## src/rtl/audio_cts_meter.sv

```systemverilog
// HDMI ACR CTS meter: counts pixelClock cycles over a window of audio samples.
// Optional AUDIO_CTS_AVG_EN: report the truncating mean of the last four good windows.
module audio_cts_meter #(
    parameter int CTS_WIDTH   = 20,
    parameter int SYNC_STAGES = 2
) (
    input  logic                 pixelClock,
    input  logic                 resetN,
    input  logic                 enable,
    input  logic                 sampleToggle,
    input  logic [7:0]           samplesPerRegenPacket,
    output logic [CTS_WIDTH-1:0] cts,
    output logic                 ctsValid,
    output logic                 ctsUpdated,
    output logic                 overflow
);

    localparam logic [CTS_WIDTH-1:0] CNT_MAX = {CTS_WIDTH{1'b1}};
    localparam logic [CTS_WIDTH-1:0] CNT_ONE = {{(CTS_WIDTH-1){1'b0}}, 1'b1};

    typedef enum logic [1:0] {
        IDLE    = 2'd0,
        ARM     = 2'd1,
        MEASURE = 2'd2
    } state_t;

    state_t                 state_q, state_d;
    logic [SYNC_STAGES-1:0] sync_q, sync_d;
    logic                   last_q, last_d;
    logic                   pulse_q, pulse_d;
    logic [CTS_WIDTH-1:0]   cycle_count_q, cycle_count_d;
    logic [7:0]             sample_count_q, sample_count_d;
    logic [7:0]             win_len_q, win_len_d;
    logic                   bad_q, bad_d;
    logic [CTS_WIDTH-1:0]   cts_q, cts_d;
    logic                   cts_valid_q, cts_valid_d;
    logic                   cts_updated_q, cts_updated_d;
    logic                   overflow_q, overflow_d;
`ifdef AUDIO_CTS_AVG_EN
    logic [2:0][CTS_WIDTH-1:0] hist_q, hist_d;
    logic [2:0]                hist_n_q, hist_n_d;
    logic [CTS_WIDTH+1:0]      sum_s;
`endif

    assign cts        = cts_q;
    assign ctsValid   = cts_valid_q;
    assign ctsUpdated = cts_updated_q;
    assign overflow   = overflow_q;

    // Next-state logic: synchronizer, edge detect, window FSM and result update
    always_comb begin
        sync_d         = {sync_q[SYNC_STAGES-2:0], sampleToggle};
        last_d         = sync_q[SYNC_STAGES-1];
        pulse_d        = sync_q[SYNC_STAGES-1] ^ last_q;
        state_d        = state_q;
        cycle_count_d  = cycle_count_q;
        sample_count_d = sample_count_q;
        win_len_d      = win_len_q;
        bad_d          = bad_q;
        cts_d          = cts_q;
        cts_valid_d    = cts_valid_q;
        cts_updated_d  = 1'b0;
        overflow_d     = overflow_q;
`ifdef AUDIO_CTS_AVG_EN
        hist_d   = hist_q;
        hist_n_d = hist_n_q;
        sum_s    = {2'b00, cycle_count_q} + {2'b00, hist_q[0]}
                 + {2'b00, hist_q[1]} + {2'b00, hist_q[2]};
`endif
        if (!enable) begin
            state_d     = IDLE;
            cts_valid_d = 1'b0;
        end else begin
            case (state_q)
                IDLE: begin
                    state_d = ARM;
`ifdef AUDIO_CTS_AVG_EN
                    hist_n_d = 3'd0;
`endif
                end
                ARM: begin
                    if (pulse_q) begin
                        state_d        = MEASURE;
                        win_len_d      = (samplesPerRegenPacket == 8'd0) ? 8'd1 : samplesPerRegenPacket;
                        cycle_count_d  = CNT_ONE;
                        sample_count_d = 8'd0;
                        bad_d          = 1'b0;
                    end else begin
                        state_d = ARM;
                    end
                end
                MEASURE: begin
                    if (pulse_q && (sample_count_q + 8'd1 == win_len_q)) begin
                        // Closing pulse doubles as the start of the next window
                        win_len_d      = (samplesPerRegenPacket == 8'd0) ? 8'd1 : samplesPerRegenPacket;
                        cycle_count_d  = CNT_ONE;
                        sample_count_d = 8'd0;
                        bad_d          = 1'b0;
                        if (!bad_q) begin
`ifdef AUDIO_CTS_AVG_EN
                            hist_d[0] = cycle_count_q;
                            hist_d[1] = hist_q[0];
                            hist_d[2] = hist_q[1];
                            if (hist_n_q >= 3'd3) begin
                                hist_n_d      = 3'd4;
                                cts_d         = CTS_WIDTH'(sum_s >> 2);
                                cts_valid_d   = 1'b1;
                                cts_updated_d = 1'b1;
                            end else begin
                                hist_n_d = hist_n_q + 3'd1;
                            end
`else
                            cts_d         = cycle_count_q;
                            cts_valid_d   = 1'b1;
                            cts_updated_d = 1'b1;
`endif
                        end else begin
`ifdef AUDIO_CTS_AVG_EN
                            hist_n_d = 3'd0;
`else
                            cts_updated_d = 1'b0;
`endif
                        end
                    end else begin
                        if (pulse_q) begin
                            sample_count_d = sample_count_q + 8'd1;
                        end else begin
                            sample_count_d = sample_count_q;
                        end
                        if (cycle_count_q != CNT_MAX) begin
                            cycle_count_d = cycle_count_q + CNT_ONE;
                            if (cycle_count_d == CNT_MAX) begin
                                overflow_d = 1'b1;
                                bad_d      = 1'b1;
                            end else begin
                                overflow_d = overflow_q;
                            end
                        end else begin
                            cycle_count_d = CNT_MAX;
                        end
                    end
                end
                default: begin
                    state_d = IDLE;
                end
            endcase
        end
    end

    // State registers with synchronous active-low reset
    always_ff @(posedge pixelClock) begin
        if (!resetN) begin
            state_q        <= IDLE;
            sync_q         <= '0;
            last_q         <= 1'b0;
            pulse_q        <= 1'b0;
            cycle_count_q  <= '0;
            sample_count_q <= 8'd0;
            win_len_q      <= 8'd1;
            bad_q          <= 1'b0;
            cts_q          <= '0;
            cts_valid_q    <= 1'b0;
            cts_updated_q  <= 1'b0;
            overflow_q     <= 1'b0;
`ifdef AUDIO_CTS_AVG_EN
            hist_q         <= '0;
            hist_n_q       <= 3'd0;
`endif
        end else begin
            state_q        <= state_d;
            sync_q         <= sync_d;
            last_q         <= last_d;
            pulse_q        <= pulse_d;
            cycle_count_q  <= cycle_count_d;
            sample_count_q <= sample_count_d;
            win_len_q      <= win_len_d;
            bad_q          <= bad_d;
            cts_q          <= cts_d;
            cts_valid_q    <= cts_valid_d;
            cts_updated_q  <= cts_updated_d;
            overflow_q     <= overflow_d;
`ifdef AUDIO_CTS_AVG_EN
            hist_q         <= hist_d;
            hist_n_q       <= hist_n_d;
`endif
        end
    end

endmodule

```

## config.mk

```make
export PLATFORM = sky130hd
export DESIGN_NAME = audio_cts_meter
export DESIGN_NICKNAME = d
export VERILOG_FILES = /design/src/rtl/audio_cts_meter.sv
export SDC_FILE = /design/constraint.sdc
export NUM_CORES = 1
export LEC_CHECK = 0
export CAP_MARGIN = 30
export CORE_ASPECT_RATIO = 0.5
export CORE_MARGIN = 5
export CORE_UTILIZATION = 33
export CTS_CLUSTER_DIAMETER = 120
export CTS_CLUSTER_SIZE = 24
export DETAILED_ROUTE_END_ITERATION = 16
export GPL_ROUTABILITY_DRIVEN = 0
export GPL_TIMING_DRIVEN = 0
export PLACE_DENSITY = 0.6
export REMOVE_ABC_BUFFERS = 1
export SYNTH_ARGS = -nofsm -noshare
export SYNTH_HDL_FRONTEND = slang
export SYNTH_SLANG_ARGS = --single-unit
```

## constraint.sdc

```tcl
create_clock -name pixelClock -period 3.33 [get_ports pixelClock]
set_input_delay 0.4995 -clock pixelClock [delete_from_list [all_inputs] [get_ports pixelClock]]
set_output_delay 0.4995 -clock pixelClock [all_outputs]
set_load 0.03 [all_outputs]
```

==> impl_metrics.env <==
export IMPL_mostFrequentLayoutCells="66 x dfxtp_1, 52 x nand2_1, 42 x nand3_1, 36 x o21ai_0, 36 x a21oi_1"
export IMPL_portBuffers=34
export IMPL_seq_area_frac_synth_pct=37.0
export IMPL_tightest_slew_ns=0.959
export IMPL_grt_start_max_net_pins=56
export IMPL_p_per_area_nw_per_um2=408
export IMPL_setup_ws_ns=0.296
export IMPL_avgSynthCellArea_um2=7.75
export IMPL_h_tree_depth=3
export IMPL_cts_max_path_buffers=2
export IMPL_drt_first_pass_iters=4
export IMPL_synth_cell_types=59
export IMPL_post_route_min_period_ns=3.03
export IMPL_io_pin_count=35
export IMPL_rsz0062_at_grt="false"
export IMPL_dominantRegCellSynth="dfxtp_1"
export IMPL_fin_cells=613
export IMPL_fmax_mhz=330
export IMPL_drt_iter0_markers=156
export IMPL_grt_pass1_wl_um=16100
export IMPL_wirelength_um=9740
export IMPL_initial_core_util_pct=34.4
export IMPL_ir_worst_vdd_mv=0.214
export IMPL_clk_insertion_delay_late_ns=0.34
export IMPL_dieHeight_um=83.5
export IMPL_cts_root_buf="clkbuf_16"
export IMPL_hold_path_class="reg -> reg"
export IMPL_die_w_um=157
export IMPL_critical_path_class="reg -> reg"
export IMPL_grt_overflow_total=0
export IMPL_critPathLaunchType="flip-flop"
export IMPL_cts_sinks=66
export IMPL_ant_nets=0
export IMPL_cts_buffers=9
export IMPL_final_common_cell="dfxtp_1"
export IMPL_area_delta_synth_final_pct=20.6
export IMPL_vias_per_cell=5.56
export IMPL_power_w=0.00176
export IMPL_wl_per_cell_um=15.9
export IMPL_cp_arrival_ns=3.30
export IMPL_hold_viol_final=0
export IMPL_finalCritPeriodShare_pct=91.1
export IMPL_antenna_found_initial=0
export IMPL_tritoncts="built"
export IMPL_worst_clock_skew_ns=0.00810
export IMPL_final_util_pct=41.5
export IMPL_crit_required_ns=3.59
export IMPL_drive_above_1_share_pct=7.19
export IMPL_drc=0
export IMPL_synth_cell_area_um2=3570
export IMPL_place_ws_ns=0.0730
export IMPL_n_antenna_cell=0
export IMPL_synth_edf_count=0
export IMPL_dieArea_um2=13100
export IMPL_maxCapViolCount=0
export IMPL_vias=3409
export IMPL_setup_violations=0
export IMPL_grt_pass1_vias=3223
export IMPL_ys_warnings_count=0
export IMPL_clkTransAtPathRegs_ns=0.05
export IMPL_cp_max_fo=28
export IMPL_num_rows=26
export IMPL_worstSetupEndpointType="flip-flop"
export IMPL_grt_total_usage_pct=15.0
export IMPL_relSlewSlack_pct=35.9
export IMPL_drv_slew=0
export IMPL_holdBufCountCts=0
export IMPL_hpwlAfterDp_um=6070
export IMPL_synthCells=460
export IMPL_place_inst=595
export IMPL_status="finished clean"
export IMPL_nets=483
export IMPL_postSynth_asyncResetShare_pct=0
export IMPL_core_um2=10400
export IMPL_ys_ff_latch=66
export IMPL_p_leak_nw=1.35
==> worst max-delay path, stage by stage (launching register included) <==
cell	delay (ns)
dfxtp_1	0.45
ha_2	0.29
nand3_1	0.21
o21ai_0	0.29
nand4_1	0.34
or4_4	0.78
a21oi_4	0.22
buf_12	0.17
mux2i_1	0.19
==> kinds of logic after synthesis <==
kind of cell / share of synthesized area, %
compound gates: 22.3
xor+xnor: 2.95
fa+ha+maj: 1.05
buf+inv: 5.96
flops: 37.0
mux: 2.24
simple gates: 28.4
==> Yosys cell counts (3+ instances only) <==
cell | n | area share, %
nor2_1 | 21 | 2.2
mux2i_1 | 8 | 2.2
xnor2_1 | 5 | 1.2
nor3_1 | 11 | 1.5
dfxtp_1 | 66 | 37
or3_1 | 5 | 0.88
a211oi_1 | 3 | 0.63
and4_1 | 4 | 0.98
o211ai_1 | 6 | 1.3
nor4_1 | 3 | 0.53
nand2_1 | 52 | 5.5
a31oi_1 | 10 | 1.8
nor2b_1 | 5 | 0.88
ha_1 | 3 | 1.1
a21oi_1 | 36 | 5.1
and3_1 | 7 | 1.2
nand3_1 | 42 | 5.9
inv_1 | 6 | 0.63
o21ai_0 | 37 | 5.2
a32oi_1 | 5 | 1.2
o311ai_0 | 3 | 0.74
nand2b_1 | 4 | 0.70
o2111ai_1 | 5 | 1.2
clkbuf_1 | 36 | 3.8
xor2_1 | 7 | 1.7
nand4_1 | 20 | 3.5
and2_1 | 8 | 1.4
==> cell type report <==
| cell class | instances | area, um2 |
|---|---|---|
| Sequential cell | 66 | 1320 |
| Multi-Input combinational cell | 345 | 2080 |
| Inverter | 7 | 26.3 |
| Fill cell | 1043 | 6080 |
| Tap cell | 140 | 175 |
| Clock inverter | 4 | 26.3 |
| Clock buffer | 12 | 256 |
| Timing Repair Buffer | 39 | 418 |
==> final timing paths <==
check,depth (start not counted),slack [ns],to,from
max,8,0.30,win_len_q[7],sample_count_q[0]
min,1,0.43,sync_q[1],sync_q[0]
max reg2reg,8,0.30,win_len_q[7],sample_count_q[0]
min reg2reg,1,0.43,sync_q[1],sync_q[0]
==> flip-flops by register name, indices dropped and copies added (netlist names) <==
register        cells
cts                20
sample_count_q      8
win_len_q           8
pulse_q             1
ctsUpdated          1
last_q              1
sync_q              2
cycle_count_q      20
state_q             2
overflow            1
ctsValid            1
bad_q               1
==> through the flow <==
stage                     hold WS [ns]  TNS [ns]  instance area, um2
final                            0.430         0                4300
after global routing             0.460         0                4300
after detailed placement         0.421         0                3970
after CTS                        0.434         0                4250
after global placement           0.419     -9.69                3900
after floorplan                  0.412         0                3380
==> layer usage <==
metal | GRT usage (%) | up-vias | routed length (um)
met3 | 5.39 | 10 | 600
li1 | - | 1715 | -
met4 | 3.90 | 0 | 138
met1 | 20.9 | 1594 | 4940
met2 | 21.9 | 90 | 4060
met5 | 0 | - | 0
==> repair_timing <==
action | 4_1_cts | 5_1_grt
setup buffers | 0 | 1
gates resized for setup | 0 | 4
endpoints found under the hold margin | 0 | 0
endpoints found under the setup margin | 0 | 14
==> power breakdown <==
group	internal [W]	leakage [nW]	switching, W
sequential	0.000794	0.532	0.00000485
combinational	0.0000242	0.681	0.0000434
clock	0.000542	0.139	0.000348
No activity file was read; power rests on OpenSTA's default activity.
